==> src/rtl/pmp_cmd_rx.sv <==
// pmp_cmd_rx: receives PIC->FPGA command frames over the PMP bus and updates capture config.
// Optional feature macro: PMP_CSUM_EN (5-byte checksummed frame); default is a 4-byte frame.
module pmp_cmd_rx #(
  parameter int          TIMEOUT_CYCLES = 100000,
  parameter logic [15:0] DECIM_RST      = 16'h0010,
  parameter logic [15:0] PRETRIG_RST    = 16'd4096
) (
  input  logic        clk,
  input  logic        rst_n,
  input  logic [7:0]  pmp_d_in,
  input  logic        pmp_wrn,
  input  logic        pmp_enb,
  output logic [15:0] cfg_decim,
  output logic [7:0]  cfg_trig_level,
  output logic        cfg_trig_en,
  output logic        cfg_trig_rising,
  output logic [15:0] cfg_pretrig,
  output logic        rearm_pulse,
  output logic        cmd_done,
  output logic        err_csum,
  output logic        err_addr,
  output logic [7:0]  err_count,
  output logic        busy
);
  localparam int TW = $clog2(TIMEOUT_CYCLES);
  typedef enum logic [2:0] {S_HUNT, S_ADDR, S_DLO, S_DHI, S_CSUM} state_t;
  state_t        r_state;
  logic          r_wrn_s1, r_wrn_s2, r_wrn_s3, r_enb_s1, r_enb_s2, r_stb;
  logic [7:0]    r_d_s1, r_d_s2, r_byte, r_addr, r_dlo;
  logic [TW-1:0] r_tmo;
  logic          w_fin, w_ok, w_known, w_tmo, w_err;
  logic [7:0]    w_hi;
  logic [15:0]   w_data;
  always_ff @(posedge clk or negedge rst_n) begin
    if (!rst_n) begin
      {r_wrn_s1, r_wrn_s2, r_wrn_s3} <= 3'b111;
      {r_enb_s1, r_enb_s2} <= 2'b00;
      r_d_s1 <= '0;
      r_d_s2 <= '0;
      r_stb <= 1'b0;
      r_byte <= '0;
    end else begin
      r_wrn_s1 <= pmp_wrn;
      r_wrn_s2 <= r_wrn_s1;
      r_wrn_s3 <= r_wrn_s2;
      r_enb_s1 <= pmp_enb;
      r_enb_s2 <= r_enb_s1;
      r_d_s1 <= pmp_d_in;
      r_d_s2 <= r_d_s1;
      r_stb <= r_wrn_s2 & ~r_wrn_s3 & r_enb_s2;
      r_byte <= r_d_s2;
    end
  end
`ifdef PMP_CSUM_EN
  logic [7:0] r_dhi;
  assign w_fin = r_stb && r_state == S_CSUM;
  assign w_ok  = r_byte == (r_addr ^ r_dlo ^ r_dhi);
  assign w_hi  = r_dhi;
`else
  assign w_fin    = r_stb && r_state == S_DHI;
  assign w_ok     = 1'b1;
  assign w_hi     = r_byte;
  assign err_csum = 1'b0;
`endif
  assign w_data  = {w_hi, r_dlo};
  assign w_known = r_addr < 8'd4;
  // a strobe landing on the expiry cycle keeps the frame alive
  assign w_tmo   = r_state != S_HUNT && !r_stb && r_tmo == TW'(TIMEOUT_CYCLES - 1);
  assign w_err   = w_tmo || (w_fin && !(w_ok && w_known));
  assign busy    = r_state != S_HUNT;
  always_ff @(posedge clk or negedge rst_n) begin
    if (!rst_n) begin
      r_state <= S_HUNT;
      r_tmo <= '0;
      r_addr <= '0;
      r_dlo <= '0;
`ifdef PMP_CSUM_EN
      r_dhi <= '0;
      err_csum <= 1'b0;
`endif
      cfg_decim <= DECIM_RST;
      cfg_trig_level <= 8'h80;
      cfg_trig_en <= 1'b0;
      cfg_trig_rising <= 1'b1;
      cfg_pretrig <= PRETRIG_RST;
      rearm_pulse <= 1'b0;
      cmd_done <= 1'b0;
      err_addr <= 1'b0;
      err_count <= '0;
    end else begin
`ifdef PMP_CSUM_EN
      err_csum <= w_fin && !w_ok;
`endif
      cmd_done <= w_fin && w_ok && w_known;
      err_addr <= w_fin && w_ok && !w_known;
      rearm_pulse <= w_fin && w_ok && r_addr == 8'h02 && r_dlo[2];
      err_count <= (w_err && err_count != 8'hFF) ? err_count + 8'd1 : err_count;
      r_tmo <= (r_state == S_HUNT || r_stb || w_tmo) ? '0 : r_tmo + 1'b1;
      if (w_tmo)
        r_state <= S_HUNT;
      else if (r_stb)
        case (r_state)
          S_HUNT: r_state <= (r_byte == 8'hA5) ? S_ADDR : S_HUNT;
          S_ADDR: begin r_addr <= r_byte; r_state <= S_DLO; end
          S_DLO:  begin r_dlo <= r_byte; r_state <= S_DHI; end
`ifdef PMP_CSUM_EN
          S_DHI:  begin r_dhi <= r_byte; r_state <= S_CSUM; end
`endif
          default: r_state <= S_HUNT;
        endcase
      if (w_fin && w_ok)
        case (r_addr)
          8'h00: cfg_decim <= (w_data == 16'd0) ? 16'd1 : w_data;
          8'h01: cfg_trig_level <= r_dlo;
          8'h02: begin cfg_trig_en <= r_dlo[0]; cfg_trig_rising <= r_dlo[1]; end
          8'h03: cfg_pretrig <= w_data;
          default: ;
        endcase
    end
  end
endmodule
==> config.mk <==
export PLATFORM = sky130hd
export DESIGN_NAME = pmp_cmd_rx
export DESIGN_NICKNAME = d
export VERILOG_FILES = /design/src/rtl/pmp_cmd_rx.sv
export SDC_FILE = /design/constraint.sdc
export NUM_CORES = 1
export LEC_CHECK = 0
export BUFFER_PORTS_ARGS = -buffer_cell sky130_fd_sc_hd__buf_2
export CORE_MARGIN = 2
export CORE_UTILIZATION = 32
export DETAILED_ROUTE_END_ITERATION = 16
export PLACE_DENSITY_LB_ADDON = 0.08
export SLEW_MARGIN = 20
export SYNTH_ARGS = -nofsm -noshare
export SYNTH_HDL_FRONTEND = slang
export SYNTH_SLANG_ARGS = --single-unit
==> constraint.sdc <==
create_clock -name clk -period 4.2 [get_ports clk]
set_clock_uncertainty 0.1 [all_clocks]
set_input_delay 0.63 -clock clk [delete_from_list [all_inputs] [get_ports clk]]
set_output_delay 0.63 -clock clk [all_outputs]
set_load 0.02 [all_outputs]
==> results of run 1 <==
-- sequential cells by signal (all words and copies together) (netlist names), 2 cells and up --
name and count:
err_count 8, r_byte 8, cfg_decim 16, r_tmo 17
r_d_s1 8, cfg_pretrig 16, r_state 2, r_dlo 8
r_d_s2 8, r_addr 8, cfg_trig_level 8
-- worst paths after layout --
kind                                            start                           to  slack (ps)  depth (start not counted)
min in group asynchronous                       rst_n           r_tmo[8]$_DFF_PN0_         230                          1
worst min-delay path                          pmp_wrn           r_wrn_s1$_DFF_PN1_         220                          1
max in group asynchronous                       rst_n  cfg_pretrig[12]$_DFFE_PN1P_        2960                          2
worst max-delay path            r_addr[7]$_DFFE_PN0P_     cfg_decim[3]$_DFFE_PN0P_        1670                          4
worst max register to register  r_addr[7]$_DFFE_PN0P_     cfg_decim[3]$_DFFE_PN0P_        1670                          4
worst min register to register    r_d_s2[3]$_DFF_PN0_          r_byte[3]$_DFF_PN0_         250                          0
-- worst max-delay path, cell delays in order, from the launching register on --
cell and delay, ps:
dfrtp_1 380, nor4_2 320, nor4b_4 370, nor3b_4 820, mux2_2 420
-- where the power goes --
part	internal [mW]	leakage (nW)	total (mW)	switching [mW]
clock network	1.05	0.298	1.58	0.526
logic	0.0618	0.980	0.155	0.0929
registers	1.19	1.56	1.26	0.0627
total	2.31	2.84	2.99	0.682
-- layout make-up --
| cell class | count | area [um^2] | area share, % |
|---|---|---|---|
| clock buffers | 17 | 425.4 | 7.519 |
| flip-flops and latches | 118 | 2962 | 52.34 |
| inverters | 4 | 15.01 | 0.2654 |
| clock inverters | 15 | 226.5 | 4.003 |
| repair buffers | 66 | 347.8 | 6.148 |
| multi-input cells | 184 | 1456 | 25.74 |
| well taps | 180 | 225.2 | 3.981 |
-- through the flow --
step                      utilization [%]  hold WS [ps]  instances
final                               41.08         215.9        584
after global routing                41.08         194.0        584
after CTS                           41.08         192.8        584
after detailed placement            36.35         234.7        552
after global placement              36.35         231.9        552
after floorplan                         -         231.2        313
-- layer usage --
| layer | part of all wire, % | wire [um] | vias to the layer above |
|---|---|---|---|
| li1 | - | - | 1258 |
| met1 | 48 | 4180 | 1311 |
| met2 | 46 | 3985 | 52 |
| met3 | 4.6 | 401 | 9 |
| met4 | 1.4 | 124 | 0 |
| met5 | 0 | 0 | - |
-- Yosys cell counts --
cell type  number  area (um^2)
dfrtp_1       111         2778
mux2_2         51        574.3
nor2_1         26        97.59
nand2_1        17        63.81
xor2_1         14        122.6
nand3_1        12        60.06
mux2_1          8        90.09
dfstp_2         7        183.9
nor4_1          7        43.79
ha_1            6        75.07
and3_1          5        31.28
nor3_1          5        25.02
xnor2_1         5        43.79
inv_1           4        15.01
nand4_1         4        25.02
o31ai_1         4        30.03
a21oi_1         3        15.01
buf_2           3        15.01
clkbuf_1        2        7.510
o21ba_2         2        20.02
or2_2           2        12.51
a31oi_1         1        6.260
and2_1          1        6.260
and4_1          1        8.760
buf_4           1        7.510
buf_6           1        11.26
conb_1          1        3.750
nand3_2         1        10.01
nand3b_1        1        7.510
nor3b_1         1        7.510
nor3b_4         1        18.77
nor4_2          1        12.51
nor4b_1         1        8.760
nor4b_4         1        23.77
o21ai_0         1        5.000
or4_1           1        7.510
-- kinds of logic after synthesis --
family	Yosys count	share of synthesized area (%)
flip-flops	118	66.19
XOR/XNOR	19	3.719
AO/OA/AOI/OAI	11	1.706
other	1	0.08381
adder cells (fa/ha/maj)	6	1.678
AND/OR/NAND/NOR	88	10.51
buffers and inverters	11	1.258
multiplexers	59	14.85
==> qor.yml, run 1 <==
required_ps: 4390
grt-busiest-layer: "met2"
grtUsageTotal_pct: 13.00
grt_use_met2_pct: 18.40
gr-usage-met3_pct: 4.600
root_buffer: "clkbuf_16"
clock-sinks: 118
p_total_mw: 2.990
syn_inst: 313
ir_drop_uv: 240.1
grt_overflow_total: 0
syn-num-nets: 331
worst-slew-pin-transition_ps: 899.4
cts_tree: "yes"
synth_seq_cells: 118
place_congestion: 0.7409
grt_start_max_net_pins: 66
vias: 2630
drt-wirelength-per-cell_um: 14.88
cts_setup_buffers: 0
rsz0062_at_grt: "false"
cts_buffers: 17
drv_cap: 0
yosysSeqAreaShare_pct: 66.19
finalCritPeriodShare_pct: 60.22
syn_area_um2: 4474
syn_to_final_growth_pct: 26.45
finalSetupViolCount: 0
final_cell_mix: "dfrtp_1, buf_2, mux2_2"
pre_cts_ws_ps: 1653
power_density_nw_per_um2: 528.5
nets: 409
ios: 67
status: "finished, final reports clean"
post_synth.cell_area_avg_um2: 14.29
final.setup.worst_slack_ps: 1671
finalSetupTns_ps: 0
antenna_found_initial: 0
grt_pass1_vias: 2644
drive_gt1_share_pct: 40.59
power_leakage_nw: 2.838
final_common_cell: "dfrtp_1"
die_area_um2: 14940
synth_warnings: 0
final_max_slew_viol_count: 0
cp_data_arrival_time_ps: 2720
grt_first_pass_wirelength_mm: 14.32
firstDrtPassIters: 3
dpl.hpwl_mm: 5.737
clk_pin_slew_ps: 60
drc: 0
met1_usage_pct: 17.62
slew-limit-headroom_pct: 39.97
nFillCells: 1346
core_area_um2: 13770
worstSetupPathType: "flip-flop to flip-flop"
routed_wl_mm: 8.691
crit_fanout: 17
dpl_cell_area_um2: 5006
cts_buffer_depth: 2
diodes: 0
dieHeight_um: 122.2
crit_path_end_kind: "flip-flop"
core.rowCount: 43
htree_levels: 4
hp-class: "input pin to flip-flop"
drt_iter0_markers: 129
fin_crit_ps: 2529
max_clock_freq_mhz: 395.4
cts_resized: 0
worst_setup_path_start_kind: "flip-flop"
ant_nets: 0
final_area_um2: 5658
hold_buffers: 0
port-buffer-count: 65
ys_types: 36
clk_latency_ps: 410
via_per_inst: 4.503
die_w_um: 122.2
start_util_pct: 32.49
hold_viol: 0
No activity file was read; power rests on OpenSTA's default activity.
==> run 2: changes to the inputs <==
- ABC_AREA: not set -> 1
- clock period: 4.2 -> 2.36 ns (I/O delays scaled with it)
==> run 2 against run 1 <==
First-iteration DRC count is 51% higher. Worst setup slack worse by 1200 ps. Clock power is 82% higher. Worst hold slack better by 29 ps. Power is 84% higher. Sequential share of layout area is 3.5 points lower. Non-clock buffer count is 12 higher. Critical path depth stayed put. Utilization is 0.46 points higher. Critical path type is now flip-flop to output port. Critical endpoint is now busy. Largest cell class unchanged. Highest routed layer unchanged.
==> qor.yml, run 2 <==
dpl_cell_area_um2: 5283
yosys.area.top_type_share_pct: 58.12
synth_top_cells_by_count: "dfrtp_1, nand2_1, inv_1, o21ai_0, nor2_1"
port-buffer-count: 65
cp_data_arrival_time_ps: 1430
diodes: 0
yosysSeqAreaShare_pct: 61.96
start_util_pct: 32.76
hold_viol: 0
r2r_setup_slack_ps: 550
slew-limit-headroom_pct: 56.60
cts_setup_buffers: 0
rsz0062_at_grt: "false"
drc: 0
drv_cap: 0
final_area_um2: 6061
nFillCells: 1427
multiInputGateArea_um2: 1574
power_frac_seq_pct: 39.8
power_frac_clock_pct: 52.5
required_ps: 1910
switching_share_pct: 22.59
crit_path_end_kind: "output port"
synth_area_leaders: "dfrtp_1, nand2_1, o21ai_2"
nets: 567
seq_area_um2: 2962
synth-main-ff-cell: "dfrtp_1"
finalCritPeriodShare_pct: 79.89
cts_tree: "yes"
synth_warnings: 0
via_per_inst: 4.401
cts_resized: 0
critPathMostFrequentCell: "inv_1"
antenna_found_initial: 0
drt_iter0_markers: 195
worst-slew-pin-transition_ps: 651.0
power_leakage_nw: 2.982
cp_slowest_cell: "dfrtp_1"
drive_gt1_share_pct: 27.94
grt_pass1_vias: 3228
post_synth.cell_area_avg_um2: 10.32
vias: 3283
max_stage_delay_ps: 420
top_regs: "r_tmo x17, cfg_decim x16, cfg_pretrig x16"
grt_start_max_net_pins: 119
ys_async_sr_fraction_pct: 100.0
critPathBufInv: 3
crit_fanout: 6
core.rowCount: 44
firstDrtPassIters: 4
p_int_mw: 4.250
hp-class: "flip-flop to flip-flop"
finalSetupTns_ps: 0
cts_buffers: 17
ant_nets: 0
power_density_nw_per_um2: 905.8
root_buffer: "clkbuf_16"
syn_inst: 463
dpl.hpwl_mm: 6.683
switching_power_mw: 1.240
hold_buffers: 11
worst_setup_path_start_kind: "flip-flop"
dieHeight_um: 126.2
syn_area_um2: 4780
crit_family: "flip-flops"
p_total_mw: 5.490
ys_types: 34
max_clock_freq_mhz: 530.4
clk_latency_ps: 410
finalSetupViolCount: 0
routed_wl_mm: 10.20
final_max_slew_viol_count: 0
grt_first_pass_wirelength_mm: 17.17
synth_edf_count: 0
drt-wirelength-per-cell_um: 13.67
die_w_um: 126.2
fin_crit_ps: 1885
synth_seq_cells: 118
htree_levels: 4
ir_drop_uv: 471.1
grt_overflow_total: 0
worstSetupPathType: "flip-flop to output port"
die_area_um2: 15930
clock-sinks: 118
syn_to_final_growth_pct: 26.81
yosysTopAreaCell: "dfrtp_1"
largest-register: "r_tmo"
clk_pin_slew_ps: 50
combPwrFrac_pct: 7.7
final_cell_mix: "nand2_1, dfrtp_1, buf_2"
worstPathCellList: "inv_1 > ha_1 > inv_1 > buf_2"
place_congestion: 0.7542
largest_register_ffs: 17
cts_buffer_depth: 2
ios: 67
hold-worst-slack_ps: 244.6
status: "finished, final reports clean"
core_area_um2: 14590
grtUsageTotal_pct: 13.86
syn-num-nets: 481
==> run 2: final timing paths <==
path                                        start                     endpoint  cells after the start
max                        r_state[1]$_DFFE_PN0P_                         busy                      4
min                           r_d_s1[1]$_DFF_PN0_          r_d_s2[1]$_DFF_PN0_                      0
max reg2reg                r_state[1]$_DFFE_PN0P_  cfg_pretrig[14]$_DFFE_PN0P_                      6
min reg2reg                   r_d_s1[1]$_DFF_PN0_          r_d_s2[1]$_DFF_PN0_                      0
max in group asynchronous                   rst_n           err_addr$_DFF_PN0_                      3
min in group asynchronous                   rst_n   cfg_pretrig[2]$_DFFE_PN0P_                      3
==> run 2: area by class of cell <==
class	count	share of cell area (%)
clock buffers	23	8.216
clock inverters	9	2.808
inverters	43	2.663
multi-input cells	291	25.97
flip-flops and latches	118	48.86
well taps	184	3.799
repair buffers	78	7.680
==> run 2: kinds of logic after synthesis <==
group / after synthesis / synth area share, %
AO/OA/AOI/OAI: 66 / 8.796
XOR/XNOR: 10 / 1.833
adder cells (fa/ha/maj): 6 / 1.571
buffers and inverters: 54 / 5.104
flip-flops: 118 / 61.96
other: 1 / 0.07846
AND/OR/NAND/NOR: 208 / 20.65
==> run 2: power by group through the flow <==
| stage | Combinational (mW) | Clock, mW | Sequential [mW] |
|---|---|---|---|
| finish | 0.421 | 2.88 | 2.19 |
| global route | 0.488 | 3.06 | 2.20 |
| CTS | 0.433 | 2.95 | 2.18 |
| detailed placement | 0.417 | 0 | 2.22 |
| global placement | 0.411 | 0 | 2.21 |
| floorplan | 0.272 | 0 | 2.21 |
==> run 2: through the flow <==
| step | cells | worst slack [ps] | utilization [%] |
|---|---|---|---|
| after floorplan | 463 | 815.7 | - |
| after global placement | 703 | 629.5 | 36.21 |
| after detailed placement | 703 | 555.3 | 36.21 |
| after CTS | 746 | 459.7 | 41.54 |
| after global routing | 746 | 378.4 | 41.54 |
| final | 746 | 474.7 | 41.54 |
==> run 2: per-layer routing <==
metal | GRT usage (%) | vias up | wire (um)
li1 | - | 1664 | -
met1 | 18.91 | 1534 | 4947
met2 | 20.62 | 73 | 4625
met3 | 4.248 | 12 | 459
met4 | 5.624 | 0 | 165
met5 | 0 | - | 0
==> run 3: changes to the inputs <==
- clock period: 2.36 -> 1.7 ns (I/O delays scaled with it)
==> run 3 against run 2 <==
Worst setup slack got worse by 440 ps. Global-route usage rose by 0.39 points. Sequential power rose by 38%. Critical path type unchanged. Highest routed layer unchanged.
==> qor.yml, run 3 (synthesis gave the netlist of run 2 again) <==
worst_setup_path_start_kind: "flip-flop"
cp_data_arrival_time_ps: 1310
cts_buffers: 17
dieHeight_um: 126.2
status: "finished, final reports clean"
grtUsageTotal_pct: 14.25
grt_pass1_vias: 3418
finalCritPeriodShare_pct: 97.88
place_congestion: 0.8005
grt_start_max_net_pins: 36
port-buffer-count: 65
dpl_cell_area_um2: 5448
hp-class: "input pin to asynchronous set/reset pin"
diodes: 0
start_util_pct: 32.76
dp.cells: 720
core.rowCount: 44
htree_levels: 4
cts_buffer_depth: 2
nets: 588
largest_register_ffs: 17
power_density_nw_per_um2: 1165
syn_to_final_growth_pct: 30.50
routed_wl_mm: 10.53
via_per_inst: 4.472
cts_tree: "yes"
instances_no_fill: 767
crit_fanout: 2
antenna_found_initial: 0
clock-sinks: 118
dpl.hpwl_mm: 7.118
finalSetupViolCount: 0
die_area_um2: 15930
final_area_um2: 6237
final_max_slew_viol_count: 0
top_regs: "r_tmo x17, cfg_decim x16, cfg_pretrig x16"
drt-wirelength-per-cell_um: 13.73
ant_nets: 0
grt_first_pass_wirelength_mm: 17.48
drt_iter0_markers: 148
hold_viol: 0
worstSetupPathType: "flip-flop to output port"
power_leakage_nw: 3.076
clk_pin_slew_ps: 60
drc: 0
largest-register: "r_tmo"
fin_crit_ps: 1664
drive_gt1_share_pct: 31.73
final_cell_mix: "dfrtp_1, nand2_1, buf_2"
crit_path_end_kind: "output port"
drv_cap: 0
die_w_um: 126.2
grt_overflow_total: 0
core_area_um2: 14590
clk_latency_ps: 410
root_buffer: "clkbuf_16"
required_ps: 1340
max_clock_freq_mhz: 601.0
ir_drop_uv: 666.6
vias: 3430
final_common_cell: "dfrtp_1"
firstDrtPassIters: 4
ios: 67
-- run 3: cell count changes in the layout (fill, tap and decap cells not counted), sizes merged --
cell	before	now
clkbuf	23	20
nand2	121	122
bufinv	5	2
clkinvlp	0	3
clkinv	4	7
buf	67	87
-- run 3: metrics by stage --
| stage | setup slack [ps] | TNS, ps | power (mW) | hold WS [ps] | utilization (%) |
|---|---|---|---|---|---|
| 2_1_floorplan | 155.7 | 0 | 3.442 | -140.6 | - |
| 3_3_place_gp | 64.90 | 0 | 3.739 | 58.87 | 37.34 |
| 3_5_place_dp | 23.38 | 0 | 3.746 | 57.30 | 37.34 |
| 4_1_cts | 11.61 | 0 | 7.344 | 161.2 | 42.23 |
| 5_1_grt | -11.72 | -11.72 | 7.619 | 188.6 | 42.75 |
| 6_report | 35.98 | 0 | 7.267 | 171.8 | 42.75 |
-- run 3: area by class of cell --
cell class,count,area (um^2)
Timing Repair Buffer,98,668.1
Sequential cell,118,2962
Clock buffer,20,456.7
Inverter,43,161.4
Tap cell,184,230.2
Fill cell,1410,8352
Clock inverter,12,128.9
Multi-Input combinational cell,292,1630
-- run 3: final timing paths --
check                                                      to                   start  cells past startpoint  slack, ps
worst min-delay path                 cfg_decim[2]$_DFFE_PN0P_                   rst_n                      2        170
max in group asynchronous       cfg_trig_level[7]$_DFFE_PN1P_                   rst_n                      3        760
worst min register to register            r_d_s2[4]$_DFF_PN0_     r_d_s1[4]$_DFF_PN0_                      0        250
worst max register to register     cfg_pretrig[4]$_DFFE_PN0P_  r_state[1]$_DFFE_PN0P_                      8        130
worst max-delay path                                     busy  r_state[0]$_DFFE_PN0P_                      4         40
min in group clk                          r_d_s2[4]$_DFF_PN0_     r_d_s1[4]$_DFF_PN0_                      0        250
-- run 3: repair_timing --
| item | in CTS | in global routing |
|---|---|---|
| cloned | 0 | 1 |
| endpoints found under the setup margin | 1 | 18 |
| hold buffers | 11 | 0 |
| pin swaps | 0 | 3 |
| resized for setup | 1 | 12 |
| hold endpoints to repair | 122 | 0 |
| setup buffers | 2 | 1 |
-- run 3: worst max-delay path: stages (launching register included) --
cell,delay [ps]
dfrtp_1,380
inv_1,90
ha_2,210
inv_2,60
buf_4,150
-- run 3: metal layers --
metal	vias to the layer above	track usage [%]	share of wire, %
li1	1720	-	-
met1	1608	18.63	47
met2	85	21.82	47
met3	17	4.630	4.2
met4	0	6.012	1.7
met5	-	0	0
-- run 3: power by group --
group          leakage, nW  switching [mW]  internal, mW  total (mW)
Clock                0.282            1.29          2.23        3.51
Combinational         1.23           0.459         0.272       0.731
Sequential            1.56          0.0759          2.95        3.02
